$ cat config.mk
export PLATFORM = sky130hd
export DESIGN_NAME = hvac_control_fsm
export DESIGN_NICKNAME = d
export VERILOG_FILES = /design/src/rtl/hvac_control_fsm_pkg.sv /design/src/rtl/hvac_control_fsm_tick_gen.sv /design/src/rtl/hvac_control_fsm.sv
export SDC_FILE = /design/constraint.sdc
export NUM_CORES = 1
export LEC_CHECK = 0
export BUFFER_PORTS_ARGS = -buffer_cell sky130_fd_sc_hd__buf_2
export CAP_MARGIN = 10
export CORE_MARGIN = 1.5
export CORE_UTILIZATION = 40
export DETAILED_ROUTE_END_ITERATION = 10
export GPL_TIMING_DRIVEN = 0
export PLACE_DENSITY = 0.55
export SLEW_MARGIN = 40
export SYNTH_ARGS = -nofsm -noshare
export SYNTH_HDL_FRONTEND = slang
export SYNTH_HIERARCHICAL = 1
export SYNTH_SLANG_ARGS = --single-unit
export TNS_END_PERCENT = 10
$ cat constraint.sdc
create_clock -name clk -period 3 [get_ports clk]
set_clock_uncertainty 0.2 [all_clocks]
set_input_delay 0.15 -clock clk [delete_from_list [all_inputs] [get_ports clk]]
set_output_delay 0.15 -clock clk [all_outputs]
set_load 0.005 [all_outputs]
$ cat src/rtl/hvac_control_fsm_pkg.sv
// Shared definitions for the HVAC relay state machine: state codes, mode
// encodings and the temperature range.
package hvac_control_fsm_pkg;

    typedef enum logic [2:0] {
        IDLE    = 3'd0,
        HEAT    = 3'd1,
        COOL    = 3'd2,
        OVERRUN = 3'd3,
        LOCKOUT = 3'd4
    } hvac_state_e;

    localparam logic [1:0] MODE_OFF  = 2'b00;
    localparam logic [1:0] MODE_HEAT = 2'b01;
    localparam logic [1:0] MODE_COOL = 2'b10;
    localparam logic [1:0] MODE_AUTO = 2'b11;

    localparam logic [7:0] TEMP_MAX = 8'd99;

    function automatic int unsigned max3(input int unsigned a, input int unsigned b,
                                         input int unsigned c);
        int unsigned m;
        m = a;
        if (b > m) m = b;
        if (c > m) m = c;
        return m;
    endfunction

endpackage

$ cat src/rtl/hvac_control_fsm_tick_gen.sv
// Free-running slow-timebase divider: one registered 1-clk tick every
// TICK_DIV cycles, first tick consumed on cycle TICK_DIV after reset.
module hvac_control_fsm_tick_gen #(
    parameter int unsigned TICK_DIV = 100000000
) (
    input  logic clk,
    input  logic Reset,
    output logic tick
);

    localparam int unsigned DIV_W = $clog2(TICK_DIV);

    logic [DIV_W-1:0] div_r;
    logic             tick_r;

    // Divider counter wraps at TICK_DIV-1 and is never restarted by consumers.
    always_ff @(posedge clk or posedge Reset) begin
        if (Reset) begin
            div_r <= '0;
        end else if (div_r == DIV_W'(TICK_DIV - 1)) begin
            div_r <= '0;
        end else begin
            div_r <= div_r + DIV_W'(1);
        end
    end

    // Tick is raised one cycle early so the registered pulse lands on the last divider slot.
    always_ff @(posedge clk or posedge Reset) begin
        if (Reset) begin
            tick_r <= 1'b0;
        end else begin
            tick_r <= (div_r == DIV_W'(TICK_DIV - 2));
        end
    end

    assign tick = tick_r;

endmodule

$ cat src/rtl/hvac_control_fsm.sv
// Protected HVAC relay controller: hysteresis, minimum run time, fan overrun
// and post-run lockout, with outputs registered from the next state.
module hvac_control_fsm
    import hvac_control_fsm_pkg::*;
#(
    parameter int unsigned TICK_DIV          = 100000000,
    parameter int unsigned HYST              = 1,
    parameter int unsigned MIN_RUN_TICKS     = 60,
    parameter int unsigned FAN_OVERRUN_TICKS = 30,
    parameter int unsigned MIN_OFF_TICKS     = 120
) (
    input  logic       clk,
    input  logic       Reset,
    input  logic       Enable,
    input  logic [1:0] Mode,
    input  logic [7:0] CurrentTemp,
    input  logic [7:0] TargetTemp,
    output logic       HeatOn,
    output logic       CoolOn,
    output logic       FanOn,
    output logic [2:0] State
);

    localparam int unsigned CNT_W =
        $clog2(max3(MIN_RUN_TICKS, FAN_OVERRUN_TICKS, MIN_OFF_TICKS)) + 1;

    hvac_state_e       state_r;
    hvac_state_e       state_next_s;
    logic [CNT_W-1:0]  cnt_r;
    logic [CNT_W-1:0]  cnt_inc_s;
    logic              tick_s;
    logic [8:0]        cur_s;
    logic [8:0]        tgt_s;
    logic [8:0]        hyst_s;
    logic              heat_req_s;
    logic              cool_req_s;
    logic              sat_heat_s;
    logic              sat_cool_s;
    logic              run_done_s;
    logic              heat_on_r;
    logic              cool_on_r;
    logic              fan_on_r;

    hvac_control_fsm_tick_gen #(
        .TICK_DIV (TICK_DIV)
    ) u_tick_gen (
        .clk   (clk),
        .Reset (Reset),
        .tick  (tick_s)
    );

    assign cur_s      = {1'b0, CurrentTemp};
    assign tgt_s      = {1'b0, TargetTemp};
    assign hyst_s     = 9'(HYST);
    assign heat_req_s = Enable & Mode[0] & ((cur_s + hyst_s) < tgt_s);
    assign cool_req_s = Enable & Mode[1] & (cur_s > (tgt_s + hyst_s));
    assign sat_heat_s = (cur_s >= tgt_s);
    assign sat_cool_s = (cur_s <= tgt_s);
    assign run_done_s = (cnt_r >= CNT_W'(MIN_RUN_TICKS));
    assign cnt_inc_s  = cnt_r + CNT_W'(1);

    // Next-state decode; unused codes fall back to IDLE.
    always_comb begin
        state_next_s = state_r;
        case (state_r)
            IDLE: begin
                if (heat_req_s) begin
                    state_next_s = HEAT;
                end else if (cool_req_s) begin
                    state_next_s = COOL;
                end else begin
                    state_next_s = IDLE;
                end
            end
            HEAT: begin
                if (!Enable || !Mode[0] || (run_done_s && sat_heat_s)) begin
                    state_next_s = OVERRUN;
                end else begin
                    state_next_s = HEAT;
                end
            end
            COOL: begin
                if (!Enable || !Mode[1] || (run_done_s && sat_cool_s)) begin
                    state_next_s = OVERRUN;
                end else begin
                    state_next_s = COOL;
                end
            end
            OVERRUN: begin
                if (tick_s && (cnt_inc_s == CNT_W'(FAN_OVERRUN_TICKS))) begin
                    state_next_s = LOCKOUT;
                end else begin
                    state_next_s = OVERRUN;
                end
            end
            LOCKOUT: begin
                if (tick_s && (cnt_inc_s == CNT_W'(MIN_OFF_TICKS))) begin
                    state_next_s = IDLE;
                end else begin
                    state_next_s = LOCKOUT;
                end
            end
            default: state_next_s = IDLE;
        endcase
    end

    // State register.
    always_ff @(posedge clk or posedge Reset) begin
        if (Reset) begin
            state_r <= IDLE;
        end else begin
            state_r <= state_next_s;
        end
    end

    // Per-state tick counter; saturates so a long HEAT/COOL run cannot wrap below MIN_RUN.
    always_ff @(posedge clk or posedge Reset) begin
        if (Reset) begin
            cnt_r <= '0;
        end else if (state_next_s != state_r) begin
            cnt_r <= '0;
        end else if (tick_s && !(&cnt_r)) begin
            cnt_r <= cnt_inc_s;
        end else begin
            cnt_r <= cnt_r;
        end
    end

    // Relay outputs decoded from the next state so they switch with State.
    always_ff @(posedge clk or posedge Reset) begin
        if (Reset) begin
            heat_on_r <= 1'b0;
            cool_on_r <= 1'b0;
            fan_on_r  <= 1'b0;
        end else begin
            heat_on_r <= (state_next_s == HEAT);
            cool_on_r <= (state_next_s == COOL);
            fan_on_r  <= (state_next_s == HEAT) || (state_next_s == COOL) ||
                         (state_next_s == OVERRUN);
        end
    end

    assign HeatOn = heat_on_r;
    assign CoolOn = cool_on_r;
    assign FanOn  = fan_on_r;
    assign State  = state_r;

endmodule

==> Word-level counts from Yosys, hierarchy flattened <==
Cells that the tools add are included.
{ "totals": {"reg_bits": 42, "inputBits": 21, "output_inout_bits": 6, "wordCells": 60} }
{ "op_classes": {"addsub": 4, "magnitude_cmp": 5, "eq_ne": 12, "n_mux": 10, "n_bitwise": 4, "reduce_logical": 18} }
{ "ops": {"columns": ["operator", "n"], "rows": [
  ["== test 27 bit (second input constant)", 2],
  ["adder 27 x 1 -> 27 bit (second input constant)", 1],
  ["2-to-1 mux 27 bit", 1],
  ["adder 8 x 1 -> 9 bit (second input constant)", 2],
  ["2-to-1 mux 8 bit", 2],
  ["one-hot mux 3 bit (5 select lines)", 1],
  ["== test 3 x 2 -> 1 bit (second input constant)", 4],
  ["> comparator 8 x 9 -> 1 bit", 1],
  ["less-than comparator 9 x 8 -> 1 bit", 1],
  ["adder 8 x 1 -> 8 bit (second input constant)", 1],
  ["== test 8 x 5 -> 1 bit (second input constant)", 1],
  ["== test 8 x 7 -> 1 bit (second input constant)", 1],
  ["greater-or-equal comparator 8 x 6 -> 1 bit (second input constant)", 1],
  ["greater-or-equal comparator 8 bit", 1],
  ["<= comparator 8 bit", 1],
  ["AND reduction 8 bit", 1],
  ["== test 3 x 1 -> 1 bit (second input constant)", 2],
  ["logical OR 1 bit", 6],
  ["2-to-1 mux 2 bit", 3],
  ["2-to-1 mux 3 bit", 2],
  ["logical AND 1 bit", 5],
  ["bitwise AND 1 bit", 4],
  ["logical NOT 1 bit", 4],
  ["== test 3 bit (second input constant)", 1],
  ["4 further kinds", 4]
]} }

==> Logic depth before layout (Yosys ltp) <==
{ "logic_depth": {"ltp_word": 9, "mapped_depth": 12, "depth_no_buf": 11} }

==> Modules after synthesis <==
The synthesis kept the hierarchy.
{ "modules_own_cells": {"columns": ["module", "instances", "cells_per_inst", "area_each_um2", "seq_area_each_um2"], "rows": [
  ["hvac_control_fsm", 1, 216, 1923.1, 350.3],
  ["hvac_control_fsm_tick_gen", 1, 140, 1383.8, 700.7]
]} }

==> Worst setup path before layout <==
Ideal clock, no wire load.
{ "synth_timing": {"path_type": "input-to-reg", "from": "input port CurrentTemp[0]", "to": "register cnt_r[0]", "setup_ns": 0.136, "arrival_time_ns": 2.157, "required_time_ns": 2.664, "setup_slack_ns": 0.507, "cell_stages": 10, "n_path_buf": 0, "path_cell_list": "ha_1 -> nand4_1 -> xnor2_1 -> ha_1 -> o21ai_1 -> nor2_1 -> a2111o_1 -> or3b_4 -> a32oi_4 -> nor4_1"} }
{ "synth_via": {"elab_chain_cells": 7, "elab_cells_between_ends": 19, "cone_classes": "add/sub (1); order compare (4); eq/ne (1); mux (6); bitwise (2); reduce/logical (5)"} }
{ "synth_rtl": {"columns": ["item", "line_no", "rtl"], "rows": [
  ["start, declared", "hvac_control_fsm.sv:16", "input logic [7:0] CurrentTemp,"],
  ["adder 8 x 1 -> 9 bit (tied with other cells)", "hvac_control_fsm.sv:55", "assign heat_req_s = Enable & Mode[0] & ((cur_s + hyst_s) < tgt_s);"],
  ["less-than comparator 9 x 8 -> 1 bit (tied with other cells)", "hvac_control_fsm.sv:55", null],
  ["bitwise AND 1 bit (tied with other cells)", "hvac_control_fsm.sv:55", null],
  ["2-to-1 mux 2 bit (tied with other cells)", "hvac_control_fsm.sv:67", "if (heat_req_s) begin"],
  ["one-hot mux 3 bit (5 select lines) *", "hvac_control_fsm.sv:65", "case (state_r)"],
  ["!= test 3 bit *", "hvac_control_fsm.sv:120", "end else if (state_next_s != state_r) begin"],
  ["2-to-1 mux 8 bit / nonzero test 2 bit (equally long branches)", null, null],
  ["end signal, assigned", "hvac_control_fsm.sv:123", "cnt_r <= cnt_inc_s;"],
  ["end signal, assigned", "hvac_control_fsm.sv:125", "cnt_r <= cnt_r;"],
  ["end, declared", "hvac_control_fsm.sv:29", "logic [CNT_W-1:0] cnt_r;"]
]} }
Every way passes the cells marked *; elsewhere a longest branch is shown, timed or not.
A chain may end at the register's enable or synchronous reset.

==> Worst setup path in the final report <==
{ "layout_timing": {"from": "input port CurrentTemp[1]", "to": "register cnt_r[2]"} }
The elaborated chain is that of the path after synthesis.

==> results.toml <==
[yosys]
synth-xor-area-share = 0.0927
synth_top_area_cell = "dfrtp_1"
ys_seq_area_frac = 0.318
synthTopCellsByArea = "dfrtp_1, ha_1, xnor2_1"
synth-seq-cells = 42
synth_top_area_frac = 0.318
synthArstFlopShare = 1.00
synthAdderAreaFrac = 0.121
synth-simple-area-share = 0.263
synth_edf_count = 0
avgSynthCellArea_um2 = 9.29
yosys.cell_types.count = 67
synthMuxAreaShare = 0.00605
syn_inst = 356
ys.warnings.count = 6
synthFlopType = "dfrtp_1"
synth_compound_area_frac = 0.150
synth_top_family_by_area = "simple AND/OR/NAND/NOR gates"
synth_area_mm2 = 0.00331
synth_fp_nets = 409

[critical_path]
cp_top_family = "compound AO/OA/AOI/OAI gates"
cp.arrival_ns = 2.62
cpMaxStageDelayCell = "or3b_4"
cp-end-kind = "register"
critPathKind = "primary input to register"
crit_chain = "buf_2 > ha_1 > nand4_1 > xnor2_1 > ha_1 > o21ai_1 > nor2_1 > a2111o_1 > or3b_4 > a32oi_4 > nor4_1"
worstPathRequired_ns = 2.96
cp_common_cell = "ha_1"
start_kind = "primary input"
max_stage_delay_ns = 0.41
cp_max_fo = 8
path_buf_inv = 1

[drt]
drt-initial-drc-count = 73
drc = 0
vias = 2631
ant_nets = 0
finalWirelength_mm = 7.00
avgRoutedWirePerCell_um = 14.2
drtPass1Iterations = 4
avgViaCountPerCell = 5.34

[global_route]
grt_max_degree = 29
grt_usage = 0.170
antenna_found_initial = 0
grt-ovfl-total = 0
grt_pass1_vias = 2499
grt_pass1_wl_mm = 11.9

[die]
rows = 32
dieHeight_um = 93.9
die_w_um = 93.9
core-area_mm2 = 0.00785
die-area_mm2 = 0.00882
io-pin-count = 27
initial_utilization = 0.421

[sta]
fin_tns_setup_ns = 0
max_slew.worst_pin.slew_ns = 0.614
rsz0062_at_grt = "false"
fmax_mhz = 376
finalMaxSlewViolations = 0
worst_hold_slack_ns = 0.185
hold_viol_final = 0
fin_crit_ns = 2.66
setup_violations = 0
min_period_over_period = 0.886
slew_headroom = 0.590

[placed_design]
numPortBuffers = 26
gp_congestion = 0.821
hpwlAfterDp_mm = 5.35

[cells_and_area]
diodes = 0
drive_gt1_frac = 0.187
syn2layout_area_growth_pct = 11.4
fillers = 793
final_nets = 443

[power_and_ir_drop]
ir_drop_mv = 0.196
powerDensity_mw_per_mm2 = 374
leakagePower_nw = 1.71

[clocking]
htreeDepth = 2
cts.clk_slew.worst_paths_ns = 0.08
insertion_delay_ns = 0.29
numCtsBuffers = 5
cts_tree = "yes"
clkSinkCount = 42
clockBufferDepth = 2
cts_root_buf = "clkbuf_8"

[hold_path]
hold_class = "primary input to register"

[flow_run]
maxCapViolations = 0

[status]
run_status = "completed"
-- tightest hold or removal path: cells and delay by family --
family / cells / cell delay (ns)
compound gates: 2 / 0.22
buf+inv: 1 / 0.10
simple gates: 2 / 0.18
-- report_power, final --
part	leakage (nW)	switching (mW)	internal, mW
clock network	0.0579	0.202	0.245
registers	0.558	0.0181	0.588
logic	1.09	0.184	0.139
-- final timing paths --
kind / end / startpoint / slack [ns] / cells past startpoint
min in group asynchronous: CoolOn / Reset / 0.26 / 3
worst max-delay path: cnt_r[2] / CurrentTemp[1] / 0.34 / 11
worst max register to register: cnt_r[2] / cnt_r[0] / 0.51 / 8
max in group asynchronous: u_tick_gen/div_r[18] / Reset / 1.92 / 3
worst min register to register: u_tick_gen/div_r[24] / u_tick_gen/div_r[24] / 0.29 / 1
worst min-delay path: cnt_r[2] / Mode[0] / 0.18 / 5
-- cell usage in the layout, fill, tap and decap left out, types with 2 or more instances in the layout --
cell	Yosys	routed
mux2i_1	2	2
buf_6	3	3
inv_1	24	23
clkinv_2	0	2
a21o_1	4	4
nand4_1	20	20
buf_2	3	29
nor2b_1	5	5
nor4_1	11	11
ha_1	32	32
o2111ai_1	3	3
xnor2_1	19	19
xor2_1	16	16
and2_4	2	2
dfrtp_1	42	42
nand2_1	26	26
nand3b_1	2	2
nor3_2	2	2
and3_1	3	3
nand3_2	3	3
o211ai_2	2	2
nand2b_1	2	2
o21ai_1	3	3
nor3_1	7	7
a31oi_1	4	4
o21ai_0	6	6
a2111o_1	2	2
inv_2	2	3
nor2_1	29	29
clkbuf_8	0	5
and2_1	2	2
nand3_1	20	20
a21oi_1	18	18
o21ba_2	2	2
-- cell type report --
class,count,area (um^2),share of cell area
Inverter,26,97.6,0.0265
Timing Repair Buffer,27,140,0.0380
Multi-Input combinational cell,280,2090,0.569
Clock buffer,5,68.8,0.0187
Buffer,8,63.8,0.0173
Clock inverter,3,40.0,0.0109
Tap cell,102,128,0.0346
Sequential cell,42,1050,0.285
-- Yosys cell counts, drive strengths merged (2+ instances only) --
library cell / number
a31oi: 4
a211oi: 2
nand4b: 2
nor4: 13
o2111ai: 3
inv: 26
or4: 2
o211ai: 3
or2: 2
a21oi: 19
nor3: 9
nand3: 23
nor2: 30
xnor2: 19
dfrtp: 42
a21o: 4
nand4: 20
nor2b: 5
a2111o: 2
nand3b: 2
nand2: 26
o21ai: 10
xor2: 16
buf: 7
mux2i: 2
nand2b: 2
ha: 32
o21ba: 2
and3: 3
and2: 4
-- logic make-up after synthesis --
| group | count (synthesis) |
|---|---|
| xor+xnor | 35 |
| mux | 2 |
| fa+ha+maj | 32 |
| flops | 42 |
| simple gates | 149 |
| compound gates | 62 |
| buf+inv | 34 |
-- flip-flops by register name, indices dropped and copies added, names as in the netlist --
name	count
CoolOn	1
FanOn	1
HeatOn	1
State	3
cnt_r	8
u_tick_gen/div_r	27
u_tick_gen/tick	1
-- routing by layer --
metal,track usage,vias up,share of wire
met1,0.244,1235,0.52
met5,0,-,0
li1,-,1364,-
met2,0.265,27,0.45
met4,0.0398,0,0.0076
met3,0.0283,5,0.027
-- what timing repair did --
item | CTS | global route
setup buffers | 0 | 0
gates resized for setup | 0 | 0
hold buffers | 1 | 0
hold endpoints to repair | 42 | 0
-- through the flow --
| step | total power, mW | setup WS (ns) | area [um^2] | util | cells |
|---|---|---|---|---|---|
| global placement | 0.937 | 0.0518 | 3560 | 0.454 | 484 |
| CTS | 1.40 | 0.341 | 3680 | 0.469 | 493 |
| floorplan | 0.841 | 0.507 | 3310 | - | 356 |
| global route | 1.46 | 0.136 | 3680 | 0.469 | 493 |
| detailed placement | 0.939 | 0.0308 | 3560 | 0.454 | 484 |
| finish | 1.38 | 0.342 | 3680 | 0.469 | 493 |
Note: power is estimated with default switching activity, not from simulation.
